`src/rtl/ycbcr_pack.sv`:
```
// ycbcr_pack: gathers camera YCbCr 4:2:2 bytes (Y0, Cb, Y1, Cr) into 32-bit
// pixel-pair words, tags each with frame/line sideband bits and hands them
// downstream through a small first-word-fall-through buffer.
module ycbcr_pack #(
    parameter int LINE_WORDS = 320,
    parameter int FRM_LINES  = 400,
    parameter int FIFO_DEPTH = 4
) (
    input  logic        clk,
    input  logic        rst,
    input  logic        en,
    input  logic        vsync_i,
    input  logic        href_i,
    input  logic        pix_vld_i,
    input  logic [7:0]  pix_i,
    output logic        vld_o,
    input  logic        ds_rdy,
    output logic [35:0] dout,
    output logic        ovf_o,
    output logic        err_o
);

    localparam int AW = (FIFO_DEPTH > 1) ? $clog2(FIFO_DEPTH) : 1;
    localparam int CW = AW + 1;

    localparam logic [8:0]    LAST_WORD = 9'(LINE_WORDS - 1);
    localparam logic [8:0]    LAST_LINE = 9'(FRM_LINES - 1);
    localparam logic [CW-1:0] FULL_CNT  = CW'(FIFO_DEPTH);

    typedef enum logic [1:0] {
        IDLE     = 2'd0,
        WAIT_SOF = 2'd1,
        ACTIVE   = 2'd2
    } state_t;

    state_t state;
    state_t state_nxt;

    // Input conditioning
    logic en_s1;
    logic en_s2;
    logic vsync_q;
    logic href_q;

    logic vsync_fall;
    logic vsync_rise;
    logic href_fall;

    // Packing counters
    logic [1:0] lane_cnt;
    logic [8:0] word_cnt;
    logic [8:0] line_cnt;

    // Qualified events in ACTIVE
    logic in_active;
    logic sof_evt;
    logic abort;
    logic short_line;
    logic capture;
    logic word_done;
    logic last_word;
    logic last_line;
    logic frame_done;

    // Capture stage: first three bytes of the word in flight
    logic [7:0] byte0_p0;
    logic [7:0] byte1_p0;
    logic [7:0] byte2_p0;

    // Push stage: completed word waiting to enter the buffer
    logic [35:0] word_p1;
    logic        vld_p1;

    // Output buffer
    logic [35:0]   mem [FIFO_DEPTH];
    logic [AW-1:0] wr_ptr;
    logic [AW-1:0] rd_ptr;
    logic [CW-1:0] count;
    logic          empty;
    logic          full;
    logic          pop;
    logic          push_ok;
    logic          drop;

    assign vsync_fall = vsync_q & ~vsync_i;
    assign vsync_rise = ~vsync_q & vsync_i;
    assign href_fall  = href_q & ~href_i;

    assign in_active  = (state == ACTIVE);
    assign sof_evt    = (state == WAIT_SOF) & vsync_fall;
    // A new vsync while the frame is still open overrides everything else.
    assign abort      = in_active & vsync_rise;
    // href can only fall when it is low, so this never coincides with a capture.
    assign short_line = in_active & ~abort & href_fall &
                        ((lane_cnt != 2'd0) | (word_cnt != 9'd0));
    assign capture    = in_active & ~abort & pix_vld_i & href_i;
    assign word_done  = capture & (lane_cnt == 2'd3);
    assign last_word  = (word_cnt == LAST_WORD);
    assign last_line  = (line_cnt == LAST_LINE);
    assign frame_done = word_done & last_word & last_line;

    // Enable synchronizer and edge-detect history for the camera strobes
    always_ff @(posedge clk or posedge rst) begin
        if (rst) begin
            en_s1   <= 1'b0;
            en_s2   <= 1'b0;
            vsync_q <= 1'b0;
            href_q  <= 1'b0;
        end else begin
            en_s1   <= en;
            en_s2   <= en_s1;
            vsync_q <= vsync_i;
            href_q  <= href_i;
        end
    end

    // Frame state register
    always_ff @(posedge clk or posedge rst) begin
        if (rst) begin
            state <= IDLE;
        end else begin
            state <= state_nxt;
        end
    end

    // Frame sequencing: enable is only looked at from IDLE, so a mid-frame
    // drop of en lets the current frame finish
    always_comb begin
        state_nxt = state;
        case (state)
            IDLE: begin
                if (en_s2) begin
                    state_nxt = WAIT_SOF;
                end
            end
            WAIT_SOF: begin
                if (vsync_fall) begin
                    state_nxt = ACTIVE;
                end
            end
            ACTIVE: begin
                if (abort) begin
                    state_nxt = WAIT_SOF;
                end else if (frame_done) begin
                    state_nxt = IDLE;
                end
            end
            default: begin
                state_nxt = IDLE;
            end
        endcase
    end

    // Byte lane, word and line position within the frame
    always_ff @(posedge clk or posedge rst) begin
        if (rst) begin
            lane_cnt <= 2'd0;
            word_cnt <= 9'd0;
            line_cnt <= 9'd0;
        end else if (sof_evt) begin
            lane_cnt <= 2'd0;
            word_cnt <= 9'd0;
            line_cnt <= 9'd0;
        end else if (abort || short_line) begin
            // Partial word is abandoned; word/line position is kept.
            lane_cnt <= 2'd0;
        end else if (capture) begin
            lane_cnt <= lane_cnt + 2'd1;
            if (word_done) begin
                if (last_word) begin
                    word_cnt <= 9'd0;
                    line_cnt <= line_cnt + 9'd1;
                end else begin
                    word_cnt <= word_cnt + 9'd1;
                end
            end
        end
    end

    // ---- capture stage (p0): hold lanes 0..2 until the Cr byte arrives ----
    always_ff @(posedge clk) begin
        if (capture) begin
            case (lane_cnt)
                2'd0:    byte0_p0 <= pix_i;
                2'd1:    byte1_p0 <= pix_i;
                2'd2:    byte2_p0 <= pix_i;
                default: ;
            endcase
        end
    end

    // ---- push stage (p1): completed word with sideband {0, eol, eof, sof} ----
    always_ff @(posedge clk) begin
        if (word_done) begin
            word_p1 <= {1'b0,
                        last_word,
                        last_word & last_line,
                        (word_cnt == 9'd0) & (line_cnt == 9'd0),
                        pix_i, byte2_p0, byte1_p0, byte0_p0};
        end
    end

    // Push-stage valid; cleared by reset so a half-built frame never reaches the buffer
    always_ff @(posedge clk or posedge rst) begin
        if (rst) begin
            vld_p1 <= 1'b0;
        end else begin
            vld_p1 <= word_done;
        end
    end

    // ---- buffer stage: FWFT FIFO, a pop frees the slot for a simultaneous push ----
    assign empty   = (count == '0);
    assign full    = (count == FULL_CNT);
    assign pop     = ~empty & ds_rdy;
    assign push_ok = vld_p1 & (~full | pop);
    assign drop    = vld_p1 & full & ~pop;

    // Buffer storage write
    always_ff @(posedge clk) begin
        if (push_ok) begin
            mem[wr_ptr] <= word_p1;
        end
    end

    // Buffer pointers and occupancy
    always_ff @(posedge clk or posedge rst) begin
        if (rst) begin
            wr_ptr <= '0;
            rd_ptr <= '0;
            count  <= '0;
        end else begin
            if (push_ok) begin
                wr_ptr <= wr_ptr + AW'(1);
            end
            if (pop) begin
                rd_ptr <= rd_ptr + AW'(1);
            end
            case ({push_ok, pop})
                2'b10:   count <= count + CW'(1);
                2'b01:   count <= count - CW'(1);
                default: count <= count;
            endcase
        end
    end

    // Sticky status flags
    always_ff @(posedge clk or posedge rst) begin
        if (rst) begin
            ovf_o <= 1'b0;
            err_o <= 1'b0;
        end else begin
            ovf_o <= ovf_o | drop;
            err_o <= err_o | abort | short_line;
        end
    end

    assign vld_o = ~empty;
    assign dout  = empty ? 36'h0 : mem[rd_ptr];

endmodule

```
`config.mk`:
```
export PLATFORM = sky130hd
export DESIGN_NAME = ycbcr_pack
export DESIGN_NICKNAME = d
export VERILOG_FILES = /design/src/rtl/ycbcr_pack.sv
export SDC_FILE = /design/constraint.sdc
export NUM_CORES = 1
export LEC_CHECK = 0
export CAP_MARGIN = 20
export CELL_PAD_IN_SITES_DETAIL_PLACEMENT = 0
export CELL_PAD_IN_SITES_GLOBAL_PLACEMENT = 2
export CORE_MARGIN = 5
export CORE_UTILIZATION = 45
export CTS_BUF_LIST = sky130_fd_sc_hd__clkbuf_4
export CTS_CLUSTER_SIZE = 16
export DETAILED_ROUTE_END_ITERATION = 8
export PLACE_DENSITY_LB_ADDON = 0.1
export SLEW_MARGIN = 40
export SYNTH_ARGS = -nofsm -noshare
export SYNTH_HDL_FRONTEND = slang
export SYNTH_SLANG_ARGS = --single-unit
```
`constraint.sdc`:
```
create_clock -name clk -period 2.55 [get_ports clk]
set_input_delay 0.255 -clock clk [delete_from_list [all_inputs] [get_ports clk]]
set_output_delay 0.255 -clock clk [all_outputs]
set_load 0.005 [all_outputs]
```
* Word level (Yosys, flattened, before mapping) *
Memories as Yosys holds them, arrays and structs flattened.
Cells that the tools add are included.

operators by class
  equality and inequality tests = 14
  reduce and logical (&&, ||, !) cells = 19
  mux-type cells = 22
  $add $sub $neg = 7
  bitwise logic cells = 31

operators with widths
  kind                   count
  $mux W9                10
  $mux W36               1
  $and A1 B1 Y1          19
  $add A9 B1 Y9 const B  2
  $eq A9 B9 Y1 const B   2
  $logic_not A9 Y1       2
  $mux W2                7
  $reduce_bool A2 Y1     5
  $reduce_bool A9 Y1     1
  $eq A2 B2 Y1 const B   4
  $not A1 Y1             7
  $add A2 B1 Y2 const B  3
  $eq A2 B1 Y1 const B   3
  $ne A2 B2 Y1 const B   3
  $pmux W2 S3            1
  $pmux W3 S2            1
  $reduce_and A2 Y1      3
  $reduce_and A3 Y1      2
  $or A1 B1 Y1           5
  $logic_not A2 Y1       2
  $reduce_and A4 Y1      1
  $add A3 B1 Y3 const B  1
  $eq A3 B3 Y1 const B   1
  $logic_not A3 Y1       1
  other kinds (5)        6

storage, ports and cells
  output and inout bits = 39
  logic and storage cells = 112
  RAM bits = 140
  bits of input ports = 15
  memories = 1
  flip-flop bits (word level) = 95

memory list
  name  depth  bits a word  rd ports  clocked after Yosys merged registers in  write ports  line  RTL
  mem   4      35           1         0                                        1            75    logic [35:0] mem [FIFO_DEPTH];

* Logic depth before layout (Yosys ltp) *
  depth in word-level cells = 13
  gate-level depth with buffers = 10
  mapped depth without buffers = 9

* Worst setup path after synthesis *
Ideal clock, no wire load.

  kind = reg-to-reg
  from = reg state[0]
  to = reg line_cnt[2]
  arrival time = 2.210 ns
  slack = 0.220 ns
  period minus slack after synthesis = 2.330 ns
  library setup time = 0.120 ns
  required time = 2.430 ns
  path buffers = 2
  stages on the path, launching flop included = 8
  cells stage by stage = dfrtp_1 and4b_1 buf_4 nand3_4 buf_6 inv_1 a311oi_1 a31o_2

on the way
  cells in the longest elaborated chain, start to end = 9
  elaborated cells between the ends (all ways) = 18
  classes of those cells = eq/ne (3); mux (1); bitwise (9); reduce/logical (5)

RTL lines
  item                                     line  RTL
  start: declaration                       36    state_t state;
  start signal: assignment                 122   state <= state_nxt;
  $eq A2 B2 Y1 (*)                         89    assign in_active = (state == ACTIVE);
  $and A1 B1 Y1                            92    assign abort = in_active & vsync_rise;
  $not A1 Y1                               96    assign capture = in_active & ~abort & pix_vld_i & href_i;
  $and A1 B1 Y1 (*) (3 in a row)           96
  $and A1 B1 Y1 (*)                        97    assign word_done = capture & (lane_cnt == 2'd3);
  named net word_done                      60    logic word_done;
  $reduce_bool A2 Y1 (no source line) (*)  -
  $reduce_and A4 Y1 (no source line) (*)   -
  end signal: assignment                   172   line_cnt <= line_cnt + 9'd1;
  end: declaration                         52    logic [8:0] line_cnt;

Mark *: on every way through the listed nets, which the timed path passes. The rest lies on a longest branch.
A chain may end at the register's enable or synchronous reset.

* Final worst setup path *
  from = reg rd_ptr[0]
  to = out dout[10]

on the way
  cells in the longest elaborated chain, start to end = 2

RTL lines
  item                      line  RTL
  start: declaration        77    logic [AW-1:0] rd_ptr;
  start signal: assignment  237   rd_ptr <= rd_ptr + AW'(1);
  $mem_v2 Z4 W35            -
  $mux W36                  259   assign dout = empty ? 36'h0 : mem[rd_ptr];
  end: declaration          18    output logic [35:0] dout,

No other way between the ends.

==> Flow_metrics.wiki <==
{| class="wikitable"
! Metric !! Value
|-
| Status || finished, final reports clean
|-
| Clock tree sinks || 235
|-
| Overall die width || 152 microns
|-
| Global Route Usage Sum || 15.7%
|-
| Clk root buf || sky130_fd_sc_hd__clkbuf_4
|-
| Number of nets with antenna violations after detailed routing || 0
|-
| P_leak || 3.91 nW
|-
| Setup slack of the most critical reg-to-reg path || 0.33 ns
|-
| Crit Path Max Fanout || 4
|-
| Area of the core region || 20,000 sq um
|-
| Number of flops mapped to enable cells by yosys || 199
|-
| Portion of synthesized cell area occupied by the leading cell type || 65.8%
|-
| Syn Nets || 520
|-
| Die Area || 23,100 sq um
|-
| Worst Reg-to-Reg Cells || 9
|-
| Iter 0 DRT Violations || 272
|-
| Capturing element type of the critical path || primary output
|-
| Avg WL per Cell || 19.0 microns
|-
| Final setup violation count || 0
|-
| Top FF cell, synth || sky130_fd_sc_hd__edfxtp_1
|-
| Initial Utilization || 45.3%
|-
| Drc violations || 0
|-
| Post-synthesis async set-or-reset flop share || 15.3%
|-
| FF+latch count, synth || 235
|-
| CP required || 2.30 ns
|-
| Port bufs || 52
|-
| Routed WL || 17,700 microns
|-
| Kind of start point of the critical path || register
|-
| Fin crit period || 2.52 ns
|-
| Endpoint of the most critical register-to-register path || count[2]
|-
| Synthesized netlist cell count || 491
|-
| Antenna violations before repair || 2
|-
| Remaining global-route overflow || 0
|-
| Max cap viols || 0
|-
| Via-to-Cell Ratio || 5.13
|-
| Clock insertion delay at the later pin of the skew report || 0.65 ns
|-
| Setup TNS || 0 ns
|-
| Row count || 52
|-
| Ports || 54
|-
| Final worst path period share || 98.9%
|-
| Wire length of the first global-routing pass || 28,400 microns
|-
| Distinct cell type count after synthesis || 47
|-
| Peak supply drop || 0.563 mV
|-
| Finished Layout Cells || 931
|-
| Peak clock frequency supported by timing || 0.396 GHz
|-
| Fin nets || 642
|-
| P&R area growth vs syn || 20.0%
|-
| Vias in the first global route || 5,130
|-
| HPWL reported at the end of detailed placement || 10,400 microns
|-
| Category of the critical setup timing path || reg -> out
|-
| Max-Slew Margin vs Limit || 59.2%
|-
| Ordered cell list for the critical path || buf_6 > buf_12 > buf_6 > buf_6 > mux4_2 > and2_4 > buf_6
|-
| Final Wtd Congestion || 0.714
|-
| Synthesized area per cell || 18.5 sq um
|-
| Clock tree from TritonCTS || done
|-
| Dominant cell type by count on the critical path || sky130_fd_sc_hd__buf_6
|-
| Worst min path class || in -> async
|-
| Transition time at the pin with the least slew margin || 0.607 ns
|-
| Crit Reg-Reg Startpoint || count[0]
|-
| Pre-antenna DRT Iters || 4
|-
| CTS H-tree lvls || 2
|-
| Slew Viols, Final || 0
|-
| Power Total || 10.0 mW
|-
| Largest area contributor in the synthesized netlist || sky130_fd_sc_hd__edfxtp_1
|-
| Number of buffers inserted during clock tree synthesis || 57
|-
| Largest cells by area after synthesis || sky130_fd_sc_hd__edfxtp_1 (66%), sky130_fd_sc_hd__dfrtp_1 (9.9%), sky130_fd_sc_hd__mux4_2 (8.7%)
|-
| Vertical die dimension || 152 microns
|-
| Setup repair after global routing missed its margin || true
|-
| Final critical-path setup slack || 0.0277 ns
|-
| Synthesized area || 9070 sq um
|-
| Share of post-route cells with drive strength above 1 || 31.8%
|-
| Slowest stage delay, CP || 0.43 ns
|-
| Standard cell with the maximum stage delay on the critical path || sky130_fd_sc_hd__dfrtp_2
|-
| Yosys synthesis warning count || 0
|-
| Worst-case clock buffer depth || 3
|-
| DP Worst Slack || 0.151 ns
|-
| Sequential fraction of the synthesis area || 75.8%
|-
| Final clock skew || 0.0311 ns
|-
| Clock transition at the registers of the reported paths || 0.07 ns
|-
| Startpoint of the most critical setup path || rd_ptr[0]
|-
| Final hold viol count || 0
|-
| Worst endpoint data arrival time || 2.27 ns
|-
| Placed cell count || 809
|-
| Total via count in the routed design || 4,778
|-
| Maximum number of pins on one net before global-route repair || 38
|-
| PD cells || 922 nW/um^2
|}
## cell usage after synthesis (all sizes together) (8+ instances only)
cell,n
ha,13
nand2,12
nor2,10
mux4,35
a21oi,13
clkbuf,13
edfxtp,199
inv,16
nand3,9
buf,8
dfrtp,36
and2,43
## metal layers
metal	part of all wire (%)	track usage (%)	wire (microns)
met3	4.8	4.21	851
met5	0	0	0
met2	50	25.9	8890
met1	43	20.6	7670
met4	1.7	4.67	301
## cells in the final DEF, fill, tap and decap left out, drive strengths merged, types with 4 or more instances in the layout
cell	instances
xor2	4
and3	5
mux2i	4
o21ai	6
clkdlybuf4s15	5
clkdlybuf4s50	17
edfxtp	199
ha	13
nor4	4
nor3	7
nand2	12
inv	18
nand3	9
clkbuf	90
a21oi	13
buf	52
o31ai	5
dfrtp	36
nand4	7
clkinv	23
xnor2	6
nor2	10
or4	5
and2	43
mux4	35
## layout make-up
cell class                      count  area, sq um
Fill cell                        1720         9150
Inverter                           16         60.1
Antenna cell                        1         2.50
Multi-Input combinational cell    219         2100
Timing Repair Buffer               84          781
Tap cell                          270          338
Clock buffer                       80          601
Sequential cell                   235         6880
Clock inverter                     26          130
## per-stage QoR
step	util [%]	hold slack [ns]	instance area [sq um]
4_1_cts	54.5	0.00753	10900
5_1_grt	54.3	0.0353	10900
3_3_place_gp	49.8	0.339	9990
2_1_floorplan	-	0.286	9070
6_report	54.3	0.0444	10900
3_5_place_dp	49.8	0.351	9990
## flip-flops by register name (all words and copies together), names as in the netlist
register	flops
ovf_o	1
rd_ptr	2
word_p1	35
vsync_q	1
lane_cnt	2
count	3
wr_ptr	2
byte0_p0	8
vld_p1	1
byte1_p0	8
err_o	1
word_cnt	9
state	2
en_s2	1
href_q	1
line_cnt	9
byte2_p0	8
en_s1	1
mem	140
## worst max path at each step
| stage | cells past startpoint | slack [ns] | end |
|---|---|---|---|
| after floorplan | 7 | 0.22 | line_cnt[2] |
| after detailed placement | 10 | 0.15 | count[2] |
| after global placement | 10 | 0.31 | count[2] |
| final | 7 | 0.03 | dout[10] |
| after global routing | 7 | -0.08 | dout[10] |
| after CTS | 7 | -0.05 | dout[32] |
## timing repair
| action | CTS | global route |
|---|---|---|
| endpoints found under the setup margin | 35 | 30 |
| gates resized for setup | 137 | 37 |
| hold buffers | 0 | 0 |
| pin swaps | 12 | 0 |
| gates cloned | 3 | 0 |
| buffers inserted | 13 | 2 |
| hold endpoints to repair | 0 | 0 |
## power by group
part           switching [mW]  total (mW)  internal [mW]
logic                    1.09        2.79           1.70
clock network            1.41        2.98           1.56
registers              0.0711        4.28           4.21
total                    2.58        10.0           7.46
## cell families after synthesis
family | count (synthesis) | share of synthesized area [%]
xor gates and xnor gates | 10 | 0.965
other | 1 | 0.0413
adders and majority gates | 14 | 2.01
and+or+nand+nor | 124 | 8.26
muxes | 39 | 9.13
buffers and inverters | 37 | 1.76
DFF | 235 | 75.8
AOI/OAI and AO/OA | 31 | 2.05
## worst max-delay path: cells and delay by family, from the launching register on
kind          cells  cell delay (ns)
buf+inv           5             0.60
flops             1             0.43
mux               1             0.41
simple gates      1             0.18
Power figures use the tool's default switching activity.
